--- src/rtl/uart_pkg.sv ---
// Shared types and constants for the parametrised UART pin bridge.
package uart_pkg;

  typedef enum logic [1:0] {
    OP_IDLE  = 2'd0,
    OP_WRITE = 2'd1,
    OP_READ  = 2'd2,
    OP_CLEAR = 2'd3
  } op_t;

  typedef enum logic [2:0] {
    TX_IDLE   = 3'd0,
    TX_START  = 3'd1,
    TX_DATA   = 3'd2,
    TX_PARITY = 3'd3,
    TX_STOP   = 3'd4
  } tx_state_t;

  typedef enum logic [2:0] {
    RX_IDLE   = 3'd0,
    RX_START  = 3'd1,
    RX_DATA   = 3'd2,
    RX_PARITY = 3'd3,
    RX_STOP   = 3'd4
  } rx_state_t;

  localparam int ERR_FRAMING  = 0;
  localparam int ERR_PARITY   = 1;
  localparam int ERR_OVERRUN  = 2;
  localparam int ERR_OVERFLOW = 3;

endpackage

--- src/rtl/uart_sync_fifo.sv ---
// Single-clock FIFO with registered count; a push on full is rejected even
// when a pop happens in the same cycle.
module uart_sync_fifo #(
  parameter int WIDTH = 8,
  parameter int DEPTH = 8
) (
  input  logic                     clk,
  input  logic                     nReset,
  input  logic                     wen,
  input  logic                     ren,
  input  logic                     clear,
  input  logic [WIDTH-1:0]         wdata,
  output logic [WIDTH-1:0]         rdata,
  output logic                     full,
  output logic                     empty,
  output logic [$clog2(DEPTH):0]   count
);

  localparam int PW = $clog2(DEPTH);
  localparam int CW = PW + 1;

  logic [WIDTH-1:0] mem_q [DEPTH];
  logic [PW-1:0]    wptr_q, rptr_q;
  logic [CW-1:0]    count_q;
  logic             do_push, do_pop;

  assign full    = (count_q == CW'(DEPTH));
  assign empty   = (count_q == '0);
  assign count   = count_q;
  assign rdata   = mem_q[rptr_q];
  assign do_push = wen && !full;
  assign do_pop  = ren && !empty;

  always_ff @(posedge clk or negedge nReset) begin
    if (!nReset) begin
      wptr_q  <= '0;
      rptr_q  <= '0;
      count_q <= '0;
    end else if (clear) begin
      wptr_q  <= '0;
      rptr_q  <= '0;
      count_q <= '0;
    end else begin
      if (do_push) wptr_q <= wptr_q + 1'b1;
      if (do_pop)  rptr_q <= rptr_q + 1'b1;
      case ({do_push, do_pop})
        2'b10:   count_q <= count_q + 1'b1;
        2'b01:   count_q <= count_q - 1'b1;
        default: count_q <= count_q;
      endcase
    end
  end

  // Storage carries no reset; only pointers and count define contents.
  always_ff @(posedge clk) begin
    if (do_push && !clear) mem_q[wptr_q] <= wdata;
  end

endmodule

--- src/rtl/uart_pin_bridge_param.sv ---
// Pin-driven UART bridge: TX/RX FSMs with FIFOs, selectable divisor,
// optional even parity, RTS/CTS and sticky per-cause error flags.
module uart_pin_bridge_param
  import uart_pkg::*;
#(
  parameter int DATA_BITS  = 8,
  parameter int FIFO_DEPTH = 8,
  parameter int PARITY_EN  = 0,
  parameter int RATE0      = 5207,
  parameter int RATE1      = 2603,
  parameter int RATE2      = 1301,
  parameter int RATE3      = 433
) (
  input  logic                 clk,
  input  logic                 nReset,
  input  logic [1:0]           op,
  input  logic [1:0]           rate_sel,
  input  logic [DATA_BITS-1:0] tx_data,
  output logic [DATA_BITS-1:0] rx_data,
  output logic                 rx_valid,
  output logic                 tx_full,
  output logic                 rx_empty,
  input  logic                 rx,
  output logic                 tx,
  input  logic                 cts,
  output logic                 rts,
  output logic [3:0]           err_flags,
  output logic                 err
);

  localparam int CW = $clog2(FIFO_DEPTH) + 1;
  localparam logic [15:0] LAST_BIT = 16'(DATA_BITS - 1);

  op_t op_c;
  logic wr_req, rd_req, clr;
  assign op_c   = op_t'(op);
  assign wr_req = (op_c == OP_WRITE);
  assign rd_req = (op_c == OP_READ);
  assign clr    = (op_c == OP_CLEAR);

  logic [DATA_BITS-1:0] tx_head, rx_head;
  logic                 tx_full_w, tx_empty_w, rx_full_w, rx_empty_w;
  logic [CW-1:0]        tx_count, rx_count;
  logic                 tx_pop, rx_push;

  tx_state_t            tx_state_q, tx_state_d;
  logic [15:0]          tx_cnt_q, tx_cnt_d, tx_bit_q, tx_bit_d;
  logic [DATA_BITS-1:0] tx_shreg_q, tx_shreg_d;
  logic                 tx_par_q, tx_par_d, tx_q, tx_d;

  rx_state_t            rx_state_q, rx_state_d;
  logic [15:0]          rx_cnt_q, rx_cnt_d, rx_bit_q, rx_bit_d;
  logic [DATA_BITS-1:0] rx_shreg_q, rx_shreg_d;
  logic                 rx_pbad_q, rx_pbad_d;
  logic                 rx_s1_q, rx_s2_q, rx_s3_q;
  logic                 rx_good;

  logic [15:0]          div_q, div_d, div_m1, rate_lut;
  logic [3:0]           err_q, err_d, err_set;
  logic [DATA_BITS-1:0] rx_data_q, rx_data_d;
  logic                 rx_valid_q, rx_valid_d;

  uart_sync_fifo #(.WIDTH(DATA_BITS), .DEPTH(FIFO_DEPTH)) u_tx_fifo (
    .clk(clk), .nReset(nReset), .wen(wr_req), .ren(tx_pop), .clear(clr),
    .wdata(tx_data), .rdata(tx_head), .full(tx_full_w), .empty(tx_empty_w),
    .count(tx_count)
  );

  uart_sync_fifo #(.WIDTH(DATA_BITS), .DEPTH(FIFO_DEPTH)) u_rx_fifo (
    .clk(clk), .nReset(nReset), .wen(rx_push), .ren(rd_req), .clear(clr),
    .wdata(rx_shreg_q), .rdata(rx_head), .full(rx_full_w), .empty(rx_empty_w),
    .count(rx_count)
  );

  logic unused_tx_count;
  assign unused_tx_count = ^tx_count;

  always_comb begin
    case (rate_sel)
      2'd0:    rate_lut = 16'(RATE0);
      2'd1:    rate_lut = 16'(RATE1);
      2'd2:    rate_lut = 16'(RATE2);
      default: rate_lut = 16'(RATE3);
    endcase
  end

  // Divisor only moves while neither FSM is (or is about to be) mid-frame.
  assign div_d  = (tx_state_d == TX_IDLE && rx_state_d == RX_IDLE) ? rate_lut : div_q;
  assign div_m1 = div_q - 16'd1;

  always_comb begin
    tx_state_d = tx_state_q;
    tx_cnt_d   = tx_cnt_q;
    tx_bit_d   = tx_bit_q;
    tx_shreg_d = tx_shreg_q;
    tx_par_d   = tx_par_q;
    tx_pop     = 1'b0;
    case (tx_state_q)
      TX_IDLE: begin
        if (!tx_empty_w && cts && !clr) begin
          tx_pop     = 1'b1;
          tx_shreg_d = tx_head;
          tx_par_d   = ^tx_head;
          tx_cnt_d   = div_m1;
          tx_state_d = TX_START;
        end
      end
      TX_START: begin
        if (tx_cnt_q == 16'd0) begin
          tx_cnt_d   = div_m1;
          tx_bit_d   = 16'd0;
          tx_state_d = TX_DATA;
        end else tx_cnt_d = tx_cnt_q - 16'd1;
      end
      TX_DATA: begin
        if (tx_cnt_q == 16'd0) begin
          tx_cnt_d = div_m1;
          if (tx_bit_q == LAST_BIT) begin
            tx_state_d = (PARITY_EN != 0) ? TX_PARITY : TX_STOP;
          end else begin
            tx_bit_d   = tx_bit_q + 16'd1;
            tx_shreg_d = tx_shreg_q >> 1;
          end
        end else tx_cnt_d = tx_cnt_q - 16'd1;
      end
      TX_PARITY: begin
        if (tx_cnt_q == 16'd0) begin
          tx_cnt_d   = div_m1;
          tx_state_d = TX_STOP;
        end else tx_cnt_d = tx_cnt_q - 16'd1;
      end
      TX_STOP: begin
        if (tx_cnt_q == 16'd0) tx_state_d = TX_IDLE;
        else tx_cnt_d = tx_cnt_q - 16'd1;
      end
      default: tx_state_d = TX_IDLE;
    endcase
    case (tx_state_d)
      TX_START:  tx_d = 1'b0;
      TX_DATA:   tx_d = tx_shreg_d[0];
      TX_PARITY: tx_d = tx_par_d;
      default:   tx_d = 1'b1;
    endcase
  end

  always_comb begin
    rx_state_d = rx_state_q;
    rx_cnt_d   = rx_cnt_q;
    rx_bit_d   = rx_bit_q;
    rx_shreg_d = rx_shreg_q;
    rx_pbad_d  = rx_pbad_q;
    rx_good    = 1'b0;
    err_set    = 4'b0000;
    case (rx_state_q)
      RX_IDLE: begin
        if (rx_s3_q && !rx_s2_q) begin
          rx_cnt_d   = (div_q >> 1) - 16'd1;
          rx_pbad_d  = 1'b0;
          rx_state_d = RX_START;
        end
      end
      RX_START: begin
        if (rx_cnt_q == 16'd0) begin
          if (rx_s2_q) rx_state_d = RX_IDLE;
          else begin
            rx_cnt_d   = div_m1;
            rx_bit_d   = 16'd0;
            rx_state_d = RX_DATA;
          end
        end else rx_cnt_d = rx_cnt_q - 16'd1;
      end
      RX_DATA: begin
        if (rx_cnt_q == 16'd0) begin
          rx_cnt_d   = div_m1;
          rx_shreg_d = {rx_s2_q, rx_shreg_q[DATA_BITS-1:1]};
          if (rx_bit_q == LAST_BIT) rx_state_d = (PARITY_EN != 0) ? RX_PARITY : RX_STOP;
          else rx_bit_d = rx_bit_q + 16'd1;
        end else rx_cnt_d = rx_cnt_q - 16'd1;
      end
      RX_PARITY: begin
        if (rx_cnt_q == 16'd0) begin
          rx_cnt_d   = div_m1;
          rx_pbad_d  = rx_s2_q ^ (^rx_shreg_q);
          err_set[ERR_PARITY] = rx_pbad_d;
          rx_state_d = RX_STOP;
        end else rx_cnt_d = rx_cnt_q - 16'd1;
      end
      RX_STOP: begin
        if (rx_cnt_q == 16'd0) begin
          rx_state_d = RX_IDLE;
          if (!rx_s2_q) err_set[ERR_FRAMING] = 1'b1;
          else if (!rx_pbad_q) begin
            if (rx_full_w) err_set[ERR_OVERRUN] = 1'b1;
            else rx_good = 1'b1;
          end
        end else rx_cnt_d = rx_cnt_q - 16'd1;
      end
      default: rx_state_d = RX_IDLE;
    endcase
    err_set[ERR_OVERFLOW] = wr_req && tx_full_w;
  end

  assign rx_push = rx_good && !clr;
  assign err_d   = clr ? 4'b0000 : (err_q | err_set);

  always_comb begin
    rx_data_d  = rx_data_q;
    rx_valid_d = 1'b0;
    if (rd_req && !rx_empty_w) begin
      rx_data_d  = rx_head;
      rx_valid_d = 1'b1;
    end
  end

  always_ff @(posedge clk or negedge nReset) begin
    if (!nReset) begin
      tx_state_q <= TX_IDLE;
      tx_cnt_q   <= '0;
      tx_bit_q   <= '0;
      tx_shreg_q <= '0;
      tx_par_q   <= 1'b0;
      tx_q       <= 1'b1;
      rx_state_q <= RX_IDLE;
      rx_cnt_q   <= '0;
      rx_bit_q   <= '0;
      rx_shreg_q <= '0;
      rx_pbad_q  <= 1'b0;
      rx_s1_q    <= 1'b1;
      rx_s2_q    <= 1'b1;
      rx_s3_q    <= 1'b1;
      div_q      <= 16'(RATE0);
      err_q      <= 4'b0000;
      rx_data_q  <= '0;
      rx_valid_q <= 1'b0;
    end else begin
      tx_state_q <= tx_state_d;
      tx_cnt_q   <= tx_cnt_d;
      tx_bit_q   <= tx_bit_d;
      tx_shreg_q <= tx_shreg_d;
      tx_par_q   <= tx_par_d;
      tx_q       <= tx_d;
      rx_state_q <= rx_state_d;
      rx_cnt_q   <= rx_cnt_d;
      rx_bit_q   <= rx_bit_d;
      rx_shreg_q <= rx_shreg_d;
      rx_pbad_q  <= rx_pbad_d;
      rx_s1_q    <= rx;
      rx_s2_q    <= rx_s1_q;
      rx_s3_q    <= rx_s2_q;
      div_q      <= div_d;
      err_q      <= err_d;
      rx_data_q  <= rx_data_d;
      rx_valid_q <= rx_valid_d;
    end
  end

  assign tx        = tx_q;
  assign rx_data   = rx_data_q;
  assign rx_valid  = rx_valid_q;
  assign tx_full   = tx_full_w;
  assign rx_empty  = rx_empty_w;
  assign rts       = (rx_count != CW'(FIFO_DEPTH));
  assign err_flags = err_q;
  assign err       = |err_q;

endmodule

--- config.mk ---
export PLATFORM = sky130hd
export DESIGN_NAME = uart_pin_bridge_param
export DESIGN_NICKNAME = d
export VERILOG_FILES = /design/src/rtl/uart_pkg.sv /design/src/rtl/uart_sync_fifo.sv /design/src/rtl/uart_pin_bridge_param.sv
export SDC_FILE = /design/constraint.sdc
export NUM_CORES = 1
export LEC_CHECK = 0
export CELL_PAD_IN_SITES_DETAIL_PLACEMENT = 0
export CELL_PAD_IN_SITES_GLOBAL_PLACEMENT = 1
export CORE_ASPECT_RATIO = 0.9
export CORE_UTILIZATION = 47
export CTS_BUF_LIST = sky130_fd_sc_hd__clkbuf_8
export DETAILED_ROUTE_END_ITERATION = 8
export PLACE_DENSITY_LB_ADDON = 0.1
export RECOVER_POWER = 50
export SYNTH_ARGS = -nofsm -noshare
export SYNTH_HDL_FRONTEND = slang
export SYNTH_SLANG_ARGS = --single-unit
--- constraint.sdc ---
create_clock -name clk -period 2.6 [get_ports clk]
set_input_delay 0.52 -clock clk [delete_from_list [all_inputs] [get_ports clk]]
set_output_delay 0.52 -clock clk [all_outputs]
set_load 0.02 [all_outputs]
==> results of run 1 <==
-- metal layers --
metal | up-vias | global-route usage [%] | wire, um
met1 | 4502 | 32.7 | 14800
met2 | 183 | 34.1 | 13400
met4 | 0 | 5.67 | 455
met5 | - | 0 | 0
li1 | 4379 | - | -
met3 | 36 | 3.60 | 1200
-- cells by family after synthesis --
family | Yosys count | share of synthesized area, %
and+or+nand+nor | 379 | 15.2
DFF | 261 | 56.6
AOI/OAI and AO/OA | 236 | 12.3
buffers and inverters | 87 | 2.81
xor gates and xnor gates | 60 | 4.14
muxes | 51 | 7.26
adders and majority gates | 16 | 1.70
-- worst max-delay path: stages (launching register included) --
cell and delay, ns:
dfrtp_1 0.39, or4b_4 0.53, and4b_2 0.25, nand3_4 0.10, nand2_2 0.06, inv_2 0.08, ha_4 0.19, a21o_1 0.17
a21oi_2 0.18, nor2_1 0.06, o32a_1 0.28, o2bb2ai_1 0.13
-- synthesized netlist by cell type, types with 4 or more instances --
master       n  share of area [%]
buf_2       15               0.59
nand2b_1     8               0.39
nor4b_1      5               0.34
nand2_1     97                2.9
and2_1       4               0.20
or3_1       14               0.69
a32o_1       6               0.47
dfrtp_1    125                 25
nor3_1      41                1.6
ha_1        14                1.4
inv_1       30               0.89
nand3_1     33                1.3
dfstp_2      8                1.7
xnor2_1     47                3.2
clkbuf_1    35                1.0
nor3b_1      5               0.30
a21oi_1     53                2.1
nor4_1      14               0.69
and4_1       5               0.34
nor2_1     107                3.2
o31ai_1      7               0.41
a221o_1      6               0.47
o21ai_0     62                2.4
mux2i_1     10               0.79
a31oi_1     16               0.79
or4_1        4               0.24
o2bb2ai_1    6               0.41
a22o_1      12               0.83
a21o_1       7               0.41
edfxtp_1   128                 30
nand4_1      9               0.44
mux2_2       8               0.71
nor2b_1      4               0.20
a22oi_1      7               0.41
a211oi_1     8               0.47
mux4_2      32                5.7
o22ai_1      9               0.44
xor2_1      13               0.90
and3_1       4               0.20
-- stage by stage --
step | power, uW | setup TNS (ns) | instances | hold slack [ns]
floorplan | 6920 | -0.0503 | 1090 | 0.224
global placement | 8080 | -1.64 | 1524 | 0.351
detailed placement | 8110 | -2.60 | 1524 | 0.354
CTS | 11900 | 0 | 1609 | 0.325
global route | 12600 | -0.0108 | 1613 | 0.380
finish | 11900 | 0 | 1613 | 0.373
-- power groups by stage --
stage	registers, uW	logic, uW	clock network (uW)
finish	4990	3120	3790
global placement	5060	3020	0
floorplan	5080	1840	0
detailed placement	5070	3040	0
global route	5040	3450	4080
CTS	4990	3030	3900
-- final timing paths --
path,startpoint,to,cells after the start
setup / recovery,u_rx_fifo.count[1]$_DFFE_PN0P_,u_rx_fifo.count[3]$_DFFE_PN0P_,11
hold / removal,rx_s1_q$_DFF_PN1_,rx_s2_q$_DFF_PN1_,0
setup reg to reg,u_rx_fifo.count[1]$_DFFE_PN0P_,u_rx_fifo.count[3]$_DFFE_PN0P_,11
hold reg to reg,rx_s1_q$_DFF_PN1_,rx_s2_q$_DFF_PN1_,0
max in group asynchronous,nReset,div_q[1]$_DFFE_PN1P_,3
min in group asynchronous,nReset,rx_cnt_q[8]$_DFFE_PN0P_,2
-- final cells by class --
type	instances	area, sq um
clock buffers	49	674
clock inverters	33	234
repair buffers	149	1240
flip-flops and latches	261	7180
multi-input cells	742	5260
inverters	31	116
fillers	2275	11100
well taps	348	435
-- flip-flops by register name, summed over array words and instances (netlist names), 3 cells and up --
register and count:
div_q 8, err_flags 4, rx_data 8, u_rx_fifo.wptr_q 3
rx_cnt_q 16, tx_bit_q 16, u_rx_fifo.count 4, tx_cnt_q 16
u_tx_fifo.wptr_q 3, tx_shreg_q 8, rx_state_q 3, u_tx_fifo.rptr_q 3
u_rx_fifo.mem_q 64, rx_shreg_q 8, u_tx_fifo.mem_q 64, rx_bit_q 16
u_tx_fifo.count 4, tx_state_q 3, u_rx_fifo.rptr_q 3
-- what timing repair did --
action / 4_1_cts / 5_1_grt
pin swaps: 1 / 9
hold buffers: 1 / 0
setup endpoints to repair: 9 / 10
gates resized for setup: 4 / 13
setup buffers: 2 / 4
hold endpoints to repair: 53 / 0
==> results.md, run 1 <==
* Yosys warns at 0
* Critical path launch point type: flop
* Vias post-DR at slightly above 9000
* Skew-Pair Late Insertion Delay at 0.57 ns
* Total iterations of the first detailed-routing run at 5
* Syn_nets at 1122
* Setup crit end kind: flop
* Area grow syn2layout at 19.2%
* Most common cell after layout, fill and taps aside: edfxtp_1
* CTS tree: done
* Sw Ratio at between 30% and 40%
* CTS Buffer Depth at 3
* Die Y at ~160 um
* Final min period at 2.51 ns
* Most frequent cells in the layout: edfxtp_1, dfrtp_1, nor2_1
* Sw Pwr at 3700 uW
* Crit Path Max Fanout at 3
* Routed Antenna Nets at 0
* Post-route DRC violation count at 0
* Violated checks: capacitance limit, slew limit
* Final Hold Vio Count at 0
* Cell count after synthesis at between 1000 and 1500
* Worst Hold Class: reg2reg
* R2R Setup Slk at 0.09 ns
* Async set or reset register ratio after synthesis at 51.0%
* RSZ-0062 raised after global routing: true
* Final nets at 1262
* Placer Congestion at just over 0.8
* Die Width at 175 um
* CTS Sinks at between 200 and 300
* Max-slew violation count at 61
* Final WS setup at 0.0941 ns
* Global Route Usage Sum at 22.2%
* Global route overflow at 0
* Slew margin rel. at -4.86%
* Placed inst area at about 0.014 sq mm
* Worst slew pin tran at 1.57 ns
* Internal power at 8210 uW
* Drt first-iter violations at roughly 580
* Type of the worst setup path: reg2reg
* PD cells at 787 mW/mm^2
* First-pass GRT wire length at 48.2 mm
* DP Worst Slack at -0.483 ns
* Clk pwr share at 31.8%
* H-tree depth at 2
* Pleak at 0.00594 uW
* CP arrival at 2.99 ns
* Port buffer count at 33
* Sequential Power Share at a little over two fifths
* FP Rows at 56
* Yosys cell types at 82
* Via density per instance at 5.64
* Max Freq at 399 MHz
* Max VDD drop at ~0.00055 V
* Period utilization at a little over nine tenths
* Worst-path clk slew at ~0.06 ns
* Ant diodes at 0
* CTS root buffer: clkbuf_8
* Seq/Total Area, Yosys at 56.6%
* Total CTS buffers at between 40 and 50
* Die area at 0.0277 sq mm
* WP data required at 3.08 ns
* Mapped cell area at 0.0127 sq mm
* Core area at 0.0263 sq mm
* Post-DR wirelength/cell at between 15 and 20 um
* Max-Cap Viols at 1
* Initial core utilization at 48.3%
* Post-route cell area at 0.0151 sq mm
* Count of final setup violators at 0
* Share of cells above drive strength 1 at between 20% and 30%
* DPL Wire Length at 19.9 mm
* Logic pwr share at between 20% and 30%
* Primary FF master, synth: edfxtp_1
* #FFs+latches synth at 261
* Largest net degree at the start of global routing at 61
* Number of global-route vias before repair at 8776
* Routed wire length at roughly 30 mm
* Layout Skew at 0.0219 ns
* Initial antenna violation count at 0
* Syn Area/Cell at between 10 and 15 sq um
* Post-synth EDFFs at about 130
* Status: finished with violations
* Final core area utilization at 57.6%
* I/O Pins at 34
Note: power is estimated with default switching activity, not from simulation.
==> inputs of run 2 (changes only) <==
--- a/config.mk
+++ b/config.mk
@@ -13,6 +13,7 @@
 export DETAILED_ROUTE_END_ITERATION = 8
 export PLACE_DENSITY_LB_ADDON = 0.1
 export RECOVER_POWER = 50
+export SKIP_LAST_GASP = 1
 export SYNTH_ARGS = -nofsm -noshare
 export SYNTH_HDL_FRONTEND = slang
 export SYNTH_SLANG_ARGS = --single-unit
==> results of run 2 <==
The final DEF is identical to that of run 1; final timing and power are the same.
